--- src/rtl/rn_w_route_if.sv ---
// W-channel bundle for the RN write steering stage: the RN-side beat
// handshake (with its tracker target ID) and the per-target output ports.
interface rn_w_route_if #(
  parameter int DATA_WIDTH = 128,
  parameter int ID_WIDTH   = 11,
  parameter int NUM_TGT    = 4
);
  logic                            s_wvalid;
  logic                            s_wready;
  logic [ID_WIDTH-1:0]             s_wid;
  logic [DATA_WIDTH-1:0]           s_wdata;
  logic [DATA_WIDTH/8-1:0]         s_wstrb;
  logic                            s_wlast;
  logic [1:0]                      w_tgtid;
  logic [NUM_TGT-1:0]              m_wvalid;
  logic [NUM_TGT-1:0]              m_wready;
  logic [NUM_TGT*ID_WIDTH-1:0]     m_wid;
  logic [NUM_TGT*DATA_WIDTH-1:0]   m_wdata;
  logic [NUM_TGT*DATA_WIDTH/8-1:0] m_wstrb;
  logic [NUM_TGT-1:0]              m_wlast;

  // Steering-stage view: consumes RN beats, produces per-target beats.
  modport slave (
    input  s_wvalid, s_wid, s_wdata, s_wstrb, s_wlast, w_tgtid, m_wready,
    output s_wready, m_wvalid, m_wid, m_wdata, m_wstrb, m_wlast
  );

  // Environment view: drives RN beats, sinks per-target beats.
  modport master (
    output s_wvalid, s_wid, s_wdata, s_wstrb, s_wlast, w_tgtid, m_wready,
    input  s_wready, m_wvalid, m_wid, m_wdata, m_wstrb, m_wlast
  );
endinterface

--- src/rtl/rn_w_route.sv ---
// RN write-path W steering: routes each accepted beat into a per-target FIFO,
// locking the target for a whole burst so no burst is split across targets.
module rn_w_route #(
  parameter int DATA_WIDTH = 128,
  parameter int ID_WIDTH   = 11,
  parameter int NUM_TGT    = 4,
  parameter int FIFO_DEPTH = 4
) (
  input  logic         clk,
  input  logic         rst,
  rn_w_route_if.slave  bus,
  output logic         burst_active,
  output logic         err_tgt_sw
);
  localparam int STRB_W = DATA_WIDTH / 8;
  localparam int PTR_W  = $clog2(FIFO_DEPTH);
  localparam int CNT_W  = PTR_W + 1;

  typedef struct packed {
    logic [ID_WIDTH-1:0]   id;
    logic [DATA_WIDTH-1:0] data;
    logic [STRB_W-1:0]     strb;
    logic                  last;
  } entry_t;

  typedef enum logic {ST_IDLE, ST_BURST} state_t;

  entry_t             mem    [NUM_TGT][FIFO_DEPTH];
  logic [PTR_W-1:0]   wr_ptr [NUM_TGT];
  logic [PTR_W-1:0]   rd_ptr [NUM_TGT];
  logic [CNT_W-1:0]   count  [NUM_TGT];
  logic [NUM_TGT-1:0] full, empty, push, pop;
  logic [1:0]         locked_tgt, sel;
  logic               s_wready_int, accept;
  state_t             state;
  entry_t             in_entry;

  // Target select, FIFO status and the input handshake.
  always_comb begin
    // NOTE: every always_comb output gets a default before any branch or loop, so no latch can be inferred.
    full  = '0;
    empty = '0;
    push  = '0;
    pop   = '0;
    sel   = burst_active ? locked_tgt : bus.w_tgtid;
    for (int t = 0; t < NUM_TGT; t++) begin
      full[t]  = (count[t] == CNT_W'(FIFO_DEPTH));
      empty[t] = (count[t] == '0);
    end
    s_wready_int = ~full[sel];
    accept       = bus.s_wvalid & s_wready_int;
    for (int t = 0; t < NUM_TGT; t++) begin
      push[t] = accept && (int'(sel) == t);
      pop[t]  = ~empty[t] & bus.m_wready[t];
    end
    in_entry = '{id: bus.s_wid, data: bus.s_wdata, strb: bus.s_wstrb, last: bus.s_wlast};
  end

  assign bus.s_wready = s_wready_int;

  // Present each FIFO head; an empty FIFO shows all zeros.
  always_comb begin
    entry_t head;
    head         = '0;
    bus.m_wvalid = ~empty;
    bus.m_wid    = '0;
    bus.m_wdata  = '0;
    bus.m_wstrb  = '0;
    bus.m_wlast  = '0;
    for (int t = 0; t < NUM_TGT; t++) begin
      head = empty[t] ? '0 : mem[t][rd_ptr[t]];
      bus.m_wid[t*ID_WIDTH +: ID_WIDTH]     = head.id;
      bus.m_wdata[t*DATA_WIDTH +: DATA_WIDTH] = head.data;
      bus.m_wstrb[t*STRB_W +: STRB_W]       = head.strb;
      bus.m_wlast[t]                        = head.last;
    end
  end

  // FIFO storage write.
  // NOTE: storage has no reset; the counters define validity and empty heads are masked to zero.
  always_ff @(posedge clk) begin
    for (int t = 0; t < NUM_TGT; t++) begin
      if (push[t]) mem[t][wr_ptr[t]] <= in_entry;
    end
  end

  // FIFO pointers and occupancy; pointers wrap naturally at the power-of-2 depth.
  always_ff @(posedge clk) begin
    // NOTE: state registers use non-blocking assignments so every reader sees the pre-edge value.
    if (rst) begin
      for (int t = 0; t < NUM_TGT; t++) begin
        wr_ptr[t] <= '0;
        rd_ptr[t] <= '0;
        count[t]  <= '0;
      end
    end else begin
      for (int t = 0; t < NUM_TGT; t++) begin
        if (push[t]) wr_ptr[t] <= wr_ptr[t] + 1'b1;
        if (pop[t])  rd_ptr[t] <= rd_ptr[t] + 1'b1;
        case ({push[t], pop[t]})
          2'b10:   count[t] <= count[t] + CNT_W'(1);
          2'b01:   count[t] <= count[t] - CNT_W'(1);
          default: count[t] <= count[t];
        endcase
      end
    end
  end

  // Burst lock FSM: holds the target from first beat to WLAST and flags target switches.
  always_ff @(posedge clk) begin
    if (rst) begin
      state        <= ST_IDLE;
      burst_active <= 1'b0;
      locked_tgt   <= '0;
      err_tgt_sw   <= 1'b0;
    end else if (accept) begin
      if (state == ST_BURST && bus.w_tgtid != locked_tgt) err_tgt_sw <= 1'b1;
      if (bus.s_wlast) begin
        state        <= ST_IDLE;
        burst_active <= 1'b0;
      end else if (state == ST_IDLE) begin
        state        <= ST_BURST;
        burst_active <= 1'b1;
        locked_tgt   <= bus.w_tgtid;
      end
    end
  end
endmodule

--- src/flat_wrapper.sv ---
// flat-port wrapper written by rule: the top's interface ports become plain ports
module rn_w_route_flat 
#(
  parameter int DATA_WIDTH = 128,
  parameter int ID_WIDTH   = 11,
  parameter int NUM_TGT    = 4,
  parameter int FIFO_DEPTH = 4
)
  (clk, rst, burst_active, err_tgt_sw, bus_s_wvalid, bus_s_wid, bus_s_wdata, bus_s_wstrb, bus_s_wlast, bus_w_tgtid, bus_m_wready, bus_s_wready, bus_m_wvalid, bus_m_wid, bus_m_wdata, bus_m_wstrb, bus_m_wlast);
  rn_w_route_if #(.DATA_WIDTH(DATA_WIDTH), .ID_WIDTH(ID_WIDTH), .NUM_TGT(NUM_TGT)) bus_i ();
  input  logic clk;
  input  logic rst;
  output logic burst_active;
  output logic err_tgt_sw;
  input wire logic [$bits(bus_i.s_wvalid)-1:0] bus_s_wvalid;
  input wire logic [$bits(bus_i.s_wid)-1:0] bus_s_wid;
  input wire logic [$bits(bus_i.s_wdata)-1:0] bus_s_wdata;
  input wire logic [$bits(bus_i.s_wstrb)-1:0] bus_s_wstrb;
  input wire logic [$bits(bus_i.s_wlast)-1:0] bus_s_wlast;
  input wire logic [$bits(bus_i.w_tgtid)-1:0] bus_w_tgtid;
  input wire logic [$bits(bus_i.m_wready)-1:0] bus_m_wready;
  output wire logic [$bits(bus_i.s_wready)-1:0] bus_s_wready;
  output wire logic [$bits(bus_i.m_wvalid)-1:0] bus_m_wvalid;
  output wire logic [$bits(bus_i.m_wid)-1:0] bus_m_wid;
  output wire logic [$bits(bus_i.m_wdata)-1:0] bus_m_wdata;
  output wire logic [$bits(bus_i.m_wstrb)-1:0] bus_m_wstrb;
  output wire logic [$bits(bus_i.m_wlast)-1:0] bus_m_wlast;
  assign bus_i.s_wvalid = bus_s_wvalid;
  assign bus_i.s_wid = bus_s_wid;
  assign bus_i.s_wdata = bus_s_wdata;
  assign bus_i.s_wstrb = bus_s_wstrb;
  assign bus_i.s_wlast = bus_s_wlast;
  assign bus_i.w_tgtid = bus_w_tgtid;
  assign bus_i.m_wready = bus_m_wready;
  assign bus_s_wready = bus_i.s_wready;
  assign bus_m_wvalid = bus_i.m_wvalid;
  assign bus_m_wid = bus_i.m_wid;
  assign bus_m_wdata = bus_i.m_wdata;
  assign bus_m_wstrb = bus_i.m_wstrb;
  assign bus_m_wlast = bus_i.m_wlast;
  rn_w_route #(.DATA_WIDTH(DATA_WIDTH), .ID_WIDTH(ID_WIDTH), .NUM_TGT(NUM_TGT), .FIFO_DEPTH(FIFO_DEPTH)) u_core (.clk(clk), .rst(rst), .bus(bus_i), .burst_active(burst_active), .err_tgt_sw(err_tgt_sw));
endmodule
--- config.mk ---
export PLATFORM = sky130hd
export DESIGN_NAME = rn_w_route_flat
export DESIGN_NICKNAME = d
export VERILOG_FILES = /design/src/rtl/rn_w_route_if.sv /design/src/rtl/rn_w_route.sv /design/src/flat_wrapper.sv
export SDC_FILE = /design/constraint.sdc
export NUM_CORES = 2
export LEC_CHECK = 0
export BUFFER_PORTS_ARGS = -buffer_cell sky130_fd_sc_hd__buf_2
export CORE_MARGIN = 5
export CORE_UTILIZATION = 30
export CTS_CLUSTER_SIZE = 10
export DETAILED_ROUTE_END_ITERATION = 10
export GPL_TIMING_DRIVEN = 0
export PLACE_DENSITY = 0.56
export SLEW_MARGIN = 20
export SYNTH_ARGS = -nofsm -noshare
export SYNTH_HDL_FRONTEND = slang
export SYNTH_SLANG_ARGS = --single-unit
--- constraint.sdc ---
create_clock -name clk -period 7.35 [get_ports clk]
set_clock_uncertainty 0.15 [all_clocks]
set_input_delay 0.3675 -clock clk [delete_from_list [all_inputs] [get_ports clk]]
set_output_delay 0.3675 -clock clk [all_outputs]
set_load 0.03 [all_outputs]
==> results.md <==
* Main synth FF type: edfxtp_1
* Crit path arrival time at about 4.5 ns
* Worst-margin pin slew at 1.100 ns
* Final RePlAce weighted congestion at between 0.7 and 0.8
* Critical path class: flop to output port
* Starting density of the core at 0.3016
* CORE AREA at roughly 320,000 sq um
* Element type at the critical path end: output port
* Final Hold Viols at 0
* Compound-cell area share of the yosys netlist at 0.001133
* Die Width at 576.0 um
* Routed wire length at 288,000 um
* Post-Synth Simple-Gate Area at 0.04622
* Sequential cell area fraction in the yosys report at 0.7898
* Post-synth ARST share at 0
* Count leader, synth: edfxtp_1
* Die area at around 330,000 sq um
* Period minus WS final at roughly 5 ns
* Post-synthesis register bit count at about 2,500
* Cell Area, Synth at around 96,000 sq um
* Max-cap violations at 0
* Yosys top cell area share at 0.7888
* Synth Area in Adders at 0.004141
* DRC Markers at 0
* Design Power at 37.10 mW
* Tcrit/Tclk final at 0.6813
* Yosys warnings at 0
* DR iter-0 viols at between 4,000 and 5,000
* CP required at approximately 6.8 ns
* Final count of pins violating max slew at 0
* GRT Util Overall at 0.1696
* Worst-case clock buffer depth at 4
* Post-layout util at 0.3693
* Initial antenna violation count at 53
* Synth Area in XOR/XNOR at 0.0008203
* Worst-path fanout max at 10
* Fmax at about 0.20 GHz
* Clock sinks at 2,529
* Synth area leaders: edfxtp_1 (79%), mux4_2 (15%), and2_1 (4.2%), clkbuf_1 (0.42%), ha_1 (0.35%)
* Worst setup SP type: flop
* Post-synth EDFFs at about 2,500
* Vias in the first global route at a little under 50,000
* Area leader, netlist: edfxtp_1
* Clk pin slew, worst setup/hold paths at 0.05 ns
* Vias at about 47,000
* Pwr dens at about 320 nW/um^2
* Synthesized net count at approximately 4,400
* Root buffer cell: clkbuf_16
* Commonest cells post-synth: edfxtp_1 (2,524), and2_1 (640), mux4_2 (624)
* Post-detailed-route wirelength per cell at 29.31 um
* Synthesized area per cell at between 20 and 25 sq um
* Die Span Y at approximately 580 um
* Post_cts resized at 0
* Pre-CTS WS at 3.041 ns
* IO buf count at between 700 and 800
* Vias/cell at ~4.8
* Largest net degree at the start of global routing at between 40 and 50
* Post-CTS Setup Bufs at 0
* Relative slew slack at 0.2669
* Yosys cell types at 33
* Area grow syn2layout at 22.44%
* Pre-Repair DR Iteration Count at 5
* First-pass GRT wire length at ~400,000 um
* Final antenna-violating net count at 0
* P_leak at about 38 nW
* Grt ovf at 0
* CTS tree: built
* FP Rows at 207
* Setup ws final at 2.342 ns
* Largest family of logic cells by synthesized area: multiplexers
* Mux cell area share after synthesis at 0.1473
* Outcome: finished, final reports clean
* Cell count after synthesis at between 4,000 and 5,000
* Clk_lat worst skew at ~0.86 ns
* Max rail drop VDD at roughly 0.26 mV
* Hold WC Path Type: input pin to flop
* Layout cell share with drive strength beyond 1 at 0.3469
* Io pins at between 700 and 800
* TritonCTS Buffers at roughly 300
* Final setup violation count at 0
* Layout Nets at between 5,000 and 6,000
* Detail Placement HPWL at between 200,000 and 250,000 um
* RSZ-0062 raised after global routing: false
* H-tree depth at 5
## repair_timing
item | in CTS | in global routing
hold buffers | 167 | 0
endpoints found under the hold margin | 2529 | 0
endpoints found under the setup margin | 0 | 0
## power by group
group | internal [mW] | switching [mW]
clock | 7.67 | 5.66
sequential | 16.3 | 0.0830
combinational | 2.30 | 5.13
## worst max-delay path: stages, from the launching register on
cell      delay, ns
edfxtp_1       0.32
clkbuf_1       0.60
buf_2          0.88
buf_2          0.66
mux4_2         0.58
and2_1         0.27
buf_2          0.22
## kinds of logic (layout without fill, tap and decap cells)
logic type	Yosys count	in the layout
DFF	2529	2529
other	0	19
adders and majority gates	30	30
buffers and inverters	242	1692
xor gates and xnor gates	9	9
and+or+nand+nor	718	718
muxes	633	633
AOI/OAI and AO/OA	16	16
## placed cells by master (no fill, tap or decap), types with 4 or more instances in the layout
cell type and n:
a21oi_1 7, and2_1 624, and2_4 16, buf_1 37, buf_12 30, buf_16 50, buf_2 859, buf_4 8
bufinv_16 5, clkbuf_1 146, clkbuf_16 303, clkbuf_2 9, clkbuf_4 4, clkinv_1 14, clkinv_16 11, clkinv_2 6
clkinv_8 8, dfxtp_1 5, diode_2 19, dlygate4sd3_1 167, edfxtp_1 2524, ha_1 27, inv_1 24, inv_6 4
mux2i_1 7, mux4_2 624, nand2_1 7, nand2b_1 14, nor2_1 13, nor3_1 25, nor3b_1 4, o21bai_1 4
xnor2_1 6
## stage by stage
step	TNS [ns]	instance area (sq um)	cells	hold slack (ns)
floorplan	0	96090	4177	0.3131
global placement	-7691.38	105300	9152	0.3578
detailed placement	0	107300	9232	0.3715
CTS	0	117600	9807	0.04561
global route	0	117600	9810	0.09289
finish	0	117600	9826	0.1294
## sequential cells by signal, indices dropped and copies added, names as in the netlist
register,cells
u_core.burst_active,1
u_core.count,12
u_core.err_tgt_sw,1
u_core.locked_tgt,2
u_core.mem,2496
u_core.rd_ptr,8
u_core.state,1
u_core.wr_ptr,8
## final timing paths
| kind | from | to | slack, ns | depth (start not counted) |
|---|---|---|---|---|
| worst min register to register | u_core.state$_SDFFE_PP0P_ | u_core.state$_SDFFE_PP0P_ | 0.38 | 2 |
| worst max-delay path | u_core.rd_ptr[2][0]$_SDFFCE_PN0P_ | bus_m_wdata[363] | 2.34 | 6 |
| worst min-delay path | rst | u_core.rd_ptr[3][1]$_SDFFCE_PN0P_ | 0.13 | 3 |
| worst max register to register | u_core.burst_active$_SDFFE_PP0P_ | u_core.mem[0][216]$_DFFE_PP_ | 3.74 | 7 |
## layout make-up
type	count	area (sq um)
Fill cell	29120	200900
Sequential cell	2529	75890
Multi-Input combinational cell	1406	19220
Clock buffer	355	7777
Timing Repair Buffer	1042	7627
Tap cell	4180	5230
Buffer	216	947.2
Clock inverter	53	804.5
Inverter	26	97.59
Antenna cell	19	47.55
## metal layers
layer  vias to the layer above  GRT usage  part of all wire
li1                      19760          -                 -
met1                     25620     0.2253              0.42
met2                      1689     0.2781              0.48
met3                       396    0.03753             0.067
met4                        14    0.05395             0.034
met5                         -          0           0.00027
Power figures use the tool's default switching activity.
